--- config.mk ---
export PLATFORM = sky130hd
export DESIGN_NAME = dtc_stream_eval
export DESIGN_NICKNAME = d
export VERILOG_FILES = /design/src/rtl/dtc_stream_eval.sv
export SDC_FILE = /design/constraint.sdc
export NUM_CORES = 1
export LEC_CHECK = 0
export ABC_AREA = 1
export CAP_MARGIN = 20
export CORE_ASPECT_RATIO = 0.8
export CORE_UTILIZATION = 30
export CTS_CLUSTER_SIZE = 40
export DETAILED_ROUTE_END_ITERATION = 10
export GPL_TIMING_DRIVEN = 0
export PLACE_DENSITY = 0.63
export SLEW_MARGIN = 0
export SYNTH_ARGS = -nofsm -noshare
export SYNTH_HDL_FRONTEND = slang
export SYNTH_SLANG_ARGS = --single-unit
export TNS_END_PERCENT = 20
--- constraint.sdc ---
create_clock -name clk -period 3.6 [get_ports clk]
set_input_delay 0.54 -clock clk [delete_from_list [all_inputs] [get_ports clk]]
set_output_delay 0.54 -clock clk [all_outputs]
set_load 0.005 [all_outputs]
--- src/rtl/dtc_stream_eval.sv ---
// Streaming evaluator for an external combinational classifier: it registers each sample, captures the decision and keeps saturating statistics.
// Optional confusion-matrix counters are built when DTC_EVAL_CONFUSION_EN is defined.
module dtc_stream_eval #(
  parameter int FEAT_W = 13,
  parameter int CNT_W  = 16
) (
  input  logic              clk,
  input  logic              rst,
  input  logic              in_valid,
  output logic              in_ready,
  input  logic [FEAT_W-1:0] in_feat,
  input  logic              in_label,
  output logic [FEAT_W-1:0] cls_inp,
  input  logic              cls_outp,
  output logic              out_valid,
  input  logic              out_ready,
  output logic              out_pred,
  output logic              out_match,
  input  logic              clear,
  output logic [CNT_W-1:0]  sample_cnt,
  output logic [CNT_W-1:0]  err_cnt,
`ifdef DTC_EVAL_CONFUSION_EN
  output logic [CNT_W-1:0]  tp_cnt,
  output logic [CNT_W-1:0]  fp_cnt,
  output logic [CNT_W-1:0]  tn_cnt,
  output logic [CNT_W-1:0]  fn_cnt,
`endif
  output logic [1:0]        state
);

  // Handshakes: a transfer happens on a rising edge where valid and ready are both high.
  // valid never waits on ready; in_ready in HOLD follows out_ready combinationally.
  typedef enum logic [1:0] {
    IDLE = 2'd0,
    EVAL = 2'd1,
    HOLD = 2'd2
  } state_t;

  state_t state_q;
  state_t state_d;
  logic   label_q;
  logic   accept;
  logic   eval_fire;
  logic   mismatch;

  function automatic logic [CNT_W-1:0] sat_inc(input logic [CNT_W-1:0] v);
    return (v == {CNT_W{1'b1}}) ? v : v + 1'b1;
  endfunction

  assign state     = state_q;
  assign accept    = in_valid & in_ready;
  assign eval_fire = (state_q == EVAL);
  assign mismatch  = (cls_outp != label_q);

  always_ff @(posedge clk) begin
    if (rst) state_q <= IDLE;
    else     state_q <= state_d;
  end

  always_comb begin
    state_d = state_q;
    case (state_q)
      IDLE:    if (in_valid) state_d = EVAL;
      EVAL:    state_d = HOLD;
      HOLD:    if (out_ready) state_d = in_valid ? EVAL : IDLE;
      default: state_d = IDLE;
    endcase
  end

  always_comb begin
    in_ready  = 1'b0;
    out_valid = 1'b0;
    case (state_q)
      IDLE: in_ready = 1'b1;
      HOLD: begin
        out_valid = 1'b1;
        in_ready  = out_ready;
      end
      default: ;
    endcase
  end

  // cls_inp only moves on accept so the classifier sees a stable vector in EVAL.
  always_ff @(posedge clk) begin
    if (rst) begin
      cls_inp   <= '0;
      label_q   <= 1'b0;
      out_pred  <= 1'b0;
      out_match <= 1'b0;
    end else begin
      if (accept) begin
        cls_inp <= in_feat;
        label_q <= in_label;
      end
      if (eval_fire) begin
        out_pred  <= cls_outp;
        out_match <= ~mismatch;
      end
    end
  end

  // clear wins over the EVAL increment of the same edge.
  always_ff @(posedge clk) begin
    if (rst || clear) begin
      sample_cnt <= '0;
      err_cnt    <= '0;
    end else if (eval_fire) begin
      sample_cnt <= sat_inc(sample_cnt);
      if (mismatch) err_cnt <= sat_inc(err_cnt);
    end
  end

`ifdef DTC_EVAL_CONFUSION_EN
  always_ff @(posedge clk) begin
    if (rst || clear) begin
      tp_cnt <= '0;
      fp_cnt <= '0;
      tn_cnt <= '0;
      fn_cnt <= '0;
    end else if (eval_fire) begin
      case ({cls_outp, label_q})
        2'b11:   tp_cnt <= sat_inc(tp_cnt);
        2'b10:   fp_cnt <= sat_inc(fp_cnt);
        2'b00:   tn_cnt <= sat_inc(tn_cnt);
        default: fn_cnt <= sat_inc(fn_cnt);
      endcase
    end
  end
`endif

endmodule

==> results.cfg <==
[status]
status = finished, final reports clean

[drt]
drt_pre_antenna_iters = 4
routed_wire_length_per_instance_um = 11.7
drt_first_iter_violations = 125
remaining_drc_errors = 0
aggregate_routed_wire_length_um = 6580
count_of_nets_left_with_antenna_violations_after_detail_routing = 0
detail_route.vias_per_cell = 4.66
vias = 2615

[floorplan]
design.core.area_um2 = 8020
fp.dieH_um = 83.9
rows = 29
io-pin-count = 71
dieArea_um2 = 8760
die_width_um = 104
floorplan.initialDensity = 0.314

[critical_path]
worstSetupStartpointType = input port
timing_worst_setup_path_type = in -> out
worstPathRequired_ns = 3.06
crit_path_max_fanout = 10
worst-endpoint-arrival_ns = 2.05
worst-r2r-setup-slack_ns = 1.76
timing.critical_path.to_type = output port

[place]
routability_congestion_estimate = 0.795
detailed_placement_wirelength_estimate_um = 4900
placement.io_buffers = 69
place_ws_ns = 1.03
dpl.cell_count = 553

[power]
design_power_total_w = 0.00117
cellLeakagePower_nw = 1.15
power.density_nw_per_um2 = 335
max-vdd-ir-drop_mv = 0.170

[global_route]
grt_util_all_layers = 0.149
grt_max_degree = 17
antenna_found_initial = 0
grt_remaining_overflow = 0
grt_pass1_wl_um = 10700
first_global_vias = 2247

[synthesis]
synth_area_um2 = 2520
synth_nets = 398
synth_instances = 376
synth_warnings = 0
yosysSeqAreaShare = 0.398
synth_cell_types = 25
synth_seq_cells = 50
synth_area_per_cell_um2 = 6.70

[finish]
n_antenna_cell = 0
sequential_cell_area_um2 = 1000
final_cell_count_no_fill = 561
nets = 474
fillers = 851
drive_gt1_frac = 0.0795
area_delta_synth_final_pct = 38.3
area_of_combinational_cells_with_multiple_inputs_um2 = 1380

[clocking]
cts.hold.buffers_added = 0
clock_tree_from_tritoncts = done
clk_transition_reported_paths_ns = 0.09
clock-root-buffer = clkbuf_8
worst_skew_pair.late_latency_ns = 0.29
cts_sink_count = 50
htree_levels = 2
cts_setup_buffers = 0
cts-buffers-inserted = 5
cts_max_path_buffers = 2
postCtsResizedCells = 0

[sta]
finalCriticalPeriod_ns = 2.59
max_slew.worst_pin.slew_ns = 0.750
grt_setup_unrepaired = false
final.period_utilization = 0.720
fmaxAchievable_ghz = 0.386
timing.hold.ws_ns = 0.464
relSlewSlack = 0.500
final_skew_ns = 0.00374
final-hold-violation-count = 0
setup_violations = 0
final_setup_tns_ns = 0
setup_slack_ns = 1.01
final-max-slew-violation-count = 0

[job]
timing.max_cap.violations = 0

[hold_path]
hold_path.class = reg -> reg
-- registers in the layout (all words and copies together), names as in the netlist --
register,cells
state,2
out_match,1
out_pred,1
err_cnt,16
label_q,1
sample_cnt,16
cls_inp,13
-- where the power goes --
group / leakage, nW / internal, W / total (W) / switching [W]
registers: 0.406 / 0.000567 / 0.000576 / 0.00000905
logic: 0.678 / 0.0000611 / 0.000120 / 0.0000590
clock network: 0.0683 / 0.000278 / 0.000471 / 0.000192
-- kinds of logic after synthesis --
group,Yosys count,share of synthesized area
XOR/XNOR,10,0.0348
AND/OR/NAND/NOR,233,0.391
adder cells (fa/ha/maj),2,0.00994
buffers and inverters,34,0.0557
AO/OA/AOI/OAI,47,0.111
flip-flops,50,0.398
-- synth_stat cells (all sizes together) --
cell type | n | area [um^2]
clkbuf | 3 | 11.3
a21oi | 36 | 214
nor2 | 74 | 308
nand3b | 2 | 15.0
inv | 25 | 93.8
xor2 | 5 | 43.8
xnor2 | 5 | 43.8
nand3 | 35 | 175
dfxtp | 50 | 1000
nand2 | 114 | 438
a211oi | 3 | 22.5
buf | 6 | 35.0
nand4 | 6 | 37.5
ha | 2 | 25.0
nor3 | 2 | 10.0
o21ai | 8 | 43.8
-- layout by cell type (no fill, tap or decap), drive strengths merged --
master / n
bufinv: 2
clkdlybuf4s50: 69
nand3: 35
xor2: 5
nand3b: 2
inv: 25
o21ai: 8
dfxtp: 50
clkinv: 1
nand4: 6
nand2: 114
a211oi: 3
xnor2: 5
a21oi: 36
clkbuf: 8
ha: 2
nor2: 74
nor3: 2
buf: 6
-- area by class of cell --
class / instances / area share
multi-input combinational: 292 / 0.395
timing repair buffer: 69 / 0.198
clock buffer: 5 / 0.0198
inverter: 25 / 0.0270
tap: 108 / 0.0388
buffer: 9 / 0.0133
sequential: 50 / 0.288
clock inverter: 3 / 0.0198
-- layer usage --
metal  wire [um]  track usage  up-vias
met5           0            0        -
li1            -            -     1360
met4          19       0.0195        0
met1        3490        0.214     1176
met2        2680        0.228       77
met3         390       0.0383        2
-- stage by stage --
step / area (um^2) / utilization
floorplan: 2520 / -
global placement: 3340 / 0.417
detailed placement: 3340 / 0.417
CTS: 3480 / 0.434
global route: 3480 / 0.434
finish: 3480 / 0.434
-- path summary, 6_finish.rpt --
check,from,cells after the start,end
setup / recovery,out_ready,5,in_ready
hold / removal,cls_inp[12],2,cls_inp[12]
setup reg to reg,err_cnt[0],8,err_cnt[4]
hold reg to reg,cls_inp[12],2,cls_inp[12]
-- critical path, cell delays in order --
cell             delay, ns
clkdlybuf4s50_1       0.46
nor2_1                0.05
nor2_2                0.21
buf_2                 0.26
clkdlybuf4s50_1       0.53
Note: power is estimated with default switching activity, not from simulation.
==> RTL change 1, RTL diff (same flow settings) <==
Add a define of `DTC_EVAL_CONFUSION_EN`.
--- a/src/rtl/dtc_stream_eval.sv
+++ b/src/rtl/dtc_stream_eval.sv
@@ -1,5 +1,7 @@
 // Streaming evaluator for an external combinational classifier: it registers each sample, captures the decision and keeps saturating statistics.
 // Optional confusion-matrix counters are built when DTC_EVAL_CONFUSION_EN is defined.
+`define DTC_EVAL_CONFUSION_EN
+
 module dtc_stream_eval #(
   parameter int FEAT_W = 13,
   parameter int CNT_W  = 16
Check against the original RTL (old outputs only; new: fn_cnt, fp_cnt, tn_cnt and tp_cnt): equivalent (Yosys induction, for registers that start in step).
==> RTL change 1 against the unedited design <==
Critical path depth is the same. Critical path type unchanged. Final area rose to 2.5 times the old value. Die area increased to 2.6 times the old value. Total power increased to 2.8 times the old value. Count of clock-buffer cells in the layout rose by 18. Worst hold slack lost 4.5 ps. Worst setup slack got worse by 110 ps. Wire length rose to 2.8 times the old value. Clock power rose to 3.6 times the old value. Synthesized area grew to 2.6 times the old value. Highest routed layer unchanged. Clock skew grew 3.3 ps. Sequential cell count is 64 higher. Critical endpoint unchanged.
==> RTL change 1: results (changes against the unedited design) <==
- The clock tree root driver cell is clkbuf_16 (was clkbuf_8).
- Crit-path max cell delay: 580 ps (was 530 ps)
- The combinational-cell power consumption came to 231 uW (was 120 uW).
- Switching Share: 23.2% (was 22.3%)
* Library cells used by synthesis: 30 (was 25)
- Pre-Repair DR Iteration Count: 5 (was 4)
- Post-layout nets: 1,235 (was 474)
- Arrival time reported for the critical path endpoint: 2160 ps (was 2050 ps)
* Period utilization: 75.1% (was 72.0%)
- Result of the run: finished clean (unchanged)
- The sequential share of the synthesized area was 34.9% (was 39.8%).
* Xor and xnor area share after synthesis: 1.74% (was 3.48%)
* Pleak: 3.47 nW (was 1.15 nW)
- The via count of the first global-routing pass was 5,908 (was 2,247).
- The met2 layer wire length in the routed design is 7680 um (was 2680 um).
* TritonCTS Buffers: 17 (was 5)
- Clock transition at the registers of the reported paths: 50 ps (was 90 ps)
* Worst supply voltage drop on vdd: 186 uV (was 170 uV)
* DP Cell Count: 1,455 (was 553)
- # port buffers: 133 (was 69)
* HPWL Detailed: 13,700 um (was 4900 um)
- The count of H-tree levels built during CTS was 4 (was 2).
- The post-synthesis cell count is 1,053 (was 376).
- Flop+latch power: 1.30 mW (was 576 uW)
- The register-to-register setup slack is 1740 ps (was 1760 ps).
* Layout cells sized above 1: 8.05% (was 7.95%)
- Post-detailed-route via-to-cell ratio: 4.54 (was 4.66)
* Adder-Cell Fraction of Synth Area: 1.91% (was 0.994%)
## RTL change 1: cell count changes after synthesis, sizes merged, moves of 3 or more
| cell | unedited run | this run |
|---|---|---|
| nor3 | 2 | 8 |
| clkinv | 0 | 3 |
| xor2 | 5 | 10 |
| nand3 | 35 | 126 |
| inv | 25 | 139 |
| a21oi | 36 | 54 |
| buf | 6 | 24 |
| nor2 | 74 | 233 |
| nand2 | 114 | 301 |
| ha | 2 | 10 |
| nand4 | 6 | 9 |
| dfxtp | 50 | 114 |
## RTL change 1: final cells by class
| cell class | count | area [sq um] |
|---|---|---|
| tap | 269 | 337 |
| sequential | 114 | 2280 |
| inverter | 142 | 533 |
| fill | 2182 | 12200 |
| buffer | 28 | 185 |
| clock buffer | 23 | 498 |
| multi-input combinational | 769 | 3540 |
| timing repair buffer | 133 | 1330 |
| clock inverter | 9 | 103 |
## RTL change 1: worst min-delay path, stage by stage, from the launching register on
cell and delay (ps):
dfxtp_1 300, nand2_1 60, a21oi_1 50
==> RTL change 2, RTL diff (same flow settings) <==
Made on the original files. Register the output `sample_cnt` once more, without a reset; this adds one clock of latency there. The other outputs are not delayed to match.
--- a/src/rtl/dtc_stream_eval.sv
+++ b/src/rtl/dtc_stream_eval.sv
@@ -35,6 +35,8 @@
     EVAL = 2'd1,
     HOLD = 2'd2
   } state_t;
+
+  logic [CNT_W-1:0] sample_cnt_s0;
 
   state_t state_q;
   state_t state_d;
@@ -102,10 +104,10 @@
   // clear wins over the EVAL increment of the same edge.
   always_ff @(posedge clk) begin
     if (rst || clear) begin
-      sample_cnt <= '0;
+      sample_cnt_s0 <= '0;
       err_cnt    <= '0;
     end else if (eval_fire) begin
-      sample_cnt <= sat_inc(sample_cnt);
+      sample_cnt_s0 <= sat_inc(sample_cnt_s0);
       if (mismatch) err_cnt <= sat_inc(err_cnt);
     end
   end
@@ -128,5 +130,9 @@
   end
 `endif
 
+  always_ff @(posedge clk) begin
+    sample_cnt <= sample_cnt_s0;
+  end
+
 endmodule
 
Check against the original RTL: not equivalent (a bounded check fails within 4 cycles, from zero or initial values and one cycle with rst high).
==> RTL change 2 against the unedited design <==
Sequential share of layout area increased by 5.3 points. Sequential cell count increased by 16. Utilization increased by 1.2 points. Wire length increased by 5.1%. Worst setup slack got worse by 7.7 ps. Critical path depth unchanged. First-iteration DRC count increased by 0.80%. Cell count increased by 3.7%. Synthesized area increased by 10%. Global-route usage decreased by 0.055 points. Total power increased by 44%. Final area increased by 12%. Highest routed layer unchanged.
==> RTL change 2: results (changes against the unedited design) <==
- Registers with the highest flip-flop counts: err_cnt (16), sample_cnt (16), sample_cnt_s0 (16) (was err_cnt (16), sample_cnt (16), cls_inp (13))
- The wire length of the first global-routing pass came to 11,000 um (was 10,700 um).
- The count of flip-flops with a built-in enable after synthesis is 0 (unchanged).
- Number of antenna violations at the first check in global routing: 0 (unchanged)
- Overall global routing resource usage: 14.9% (about the same)
* Top area cells in the synthesized netlist: dfxtp_1 (48%), nand2_1 (13%), nor2_1 (9.3%) (was dfxtp_1 (40%), nand2_1 (16%), nor2_1 (9.8%))
- The count of TritonRoute iterations in the first routing pass came to 4 (unchanged).
- The synthesized area per cell is 7.17 sq um (was 6.70 sq um).
- TritonCTS Buffers: 9 (was 5)
- Pleak: 1.40 nW (was 1.15 nW)
- The placed instance count was 568 (was 553).
- Setup Fix Bufs, Post-CTS: 0 (unchanged)
- Worst supply voltage drop on vdd: 171 uV (was 170 uV)
- The number of gates resized after CTS came to 0 (unchanged).
- The via count of the first global-routing pass came to 2,397 (was 2,247).
* DRC violation total after the first TritonRoute iteration: 126 (was 125)
* Skew final: 7.17 ps (was 3.74 ps)
- Top cells by count, synth: nand2_1 (97), nor2_1 (69), dfxtp_1 (66) (was nand2_1 (110), nor2_1 (66), dfxtp_1 (50)).
- The number of antenna cells inserted came to 0 (unchanged).
- The wire length after detailed routing is 6910 um (was 6580 um).
- The largest net degree at the start of global routing was 11 (was 17).
* Switching Share: 21.6% (was 22.3%)
- Post-layout nets: 489 (was 474)
* Fin cells: 582 (was 561)
- Overall die width: 110 um (was 104 um)
- Arrival time reported for the critical path endpoint: 2060 ps
* Sequential area share after synthesis: 47.6% (was 39.8%)
- Library cells used by synthesis: 26 (was 25)
- The clock-pin slew on the worst setup and hold paths came to 50 ps (was 90 ps).
* Result of the run: finished clean (unchanged)
* Clk_lat worst skew: 330 ps (was 290 ps)
- Post-detailed-route via-to-cell ratio: 4.64 (was 4.66)
- The async set or reset register ratio after synthesis came to 0% (unchanged).
- HPWL Detailed: 5100 um (was 4900 um)
- The proportion of layout cells with a drive suffix above 1 was 6.81% (was 7.95%).
- The count of H-tree levels built during CTS came to 3 (was 2).
- The synthesized net count is 409 (was 398).
* Clock tree root driver cell: clkbuf_16 (was clkbuf_8)
- The clock tree from TritonCTS was done (unchanged).
- Most instantiated flip-flop cell in the synthesis netlist: dfxtp_1 (unchanged)
- The transition time of the tightest slew-check pin is 457 ps (was 750 ps).
* Fill count: 886 (was 851)
- Final Wtd Congestion: 0.831 (was 0.795)
## RTL change 2: changes by cell type after synthesis, sizes merged, moves of 3 or more
cell / before / now
dfxtp: 50 / 66
nand2: 114 / 100
inv: 25 / 21
nand3: 35 / 46
xnor2: 5 / 2
## RTL change 2: per-layer routing
metal	vias to the layer above	GRT usage [%]	routed length, um
li1	1412	-	-
met1	1199	18.3	3370
met2	75	23.9	2990
met3	14	5.13	445
met4	0	5.82	112
met5	-	0	0
## RTL change 2: area by class of cell
class / count / share of cell area [%]
Buffer: 12 / 1.61
Clock buffer: 12 / 6.86
Clock inverter: 2 / 0.322
Inverter: 22 / 2.16
Multi-Input combinational cell: 287 / 33.7
Sequential cell: 66 / 34.0
Tap cell: 112 / 3.61
Timing Repair Buffer: 69 / 17.8
## RTL change 2: final timing paths
check	start	end	slack [ps]	cells past startpoint
hold reg to reg	sample_cnt_s0[9]$_SDFFE_PP0P_	sample_cnt[9]$_DFF_P_	390	0
hold / removal	sample_cnt_s0[9]$_SDFFE_PP0P_	sample_cnt[9]$_DFF_P_	390	0
setup reg to reg	err_cnt[0]$_SDFFE_PP0P_	err_cnt[9]$_SDFFE_PP0P_	1870	9
setup / recovery	out_ready	in_ready	1000	5
## RTL change 2: power groups by stage
stage          sequential [mW]  combinational, mW  clock (mW)
4_1_cts                  0.757              0.120       0.832
3_5_place_dp             0.772              0.119           0
3_3_place_gp             0.772              0.118           0
5_1_grt                  0.758              0.132       0.861
6_report                 0.757              0.119       0.810
2_1_floorplan            0.772             0.0524           0
## RTL change 2: critical path, cell delays in order
cell and delay (ps):
clkdlybuf4s50_1 450, nor2_1 50, nor2_2 220, buf_2 270
clkdlybuf4s50_1 530
## RTL change 2: through the flow
step	instance area, sq um	total power, mW	utilization (%)	worst slack (ps)
CTS	3880	1.71	44.6	988
floorplan	2780	0.825	-	2080
global placement	3610	0.890	41.4	982
global route	3880	1.75	44.6	906
detailed placement	3610	0.892	41.4	992
finish	3880	1.69	44.6	1000
## RTL change 2: cells by family after synthesis
| logic type | Yosys count | synth area share (%) |
|---|---|---|
| simple gates | 231 | 35.3 |
| flops | 66 | 47.6 |
| compound gates | 47 | 8.70 |
| buf+inv | 34 | 5.28 |
| xor+xnor | 7 | 2.21 |
| fa+ha+maj | 2 | 0.902 |
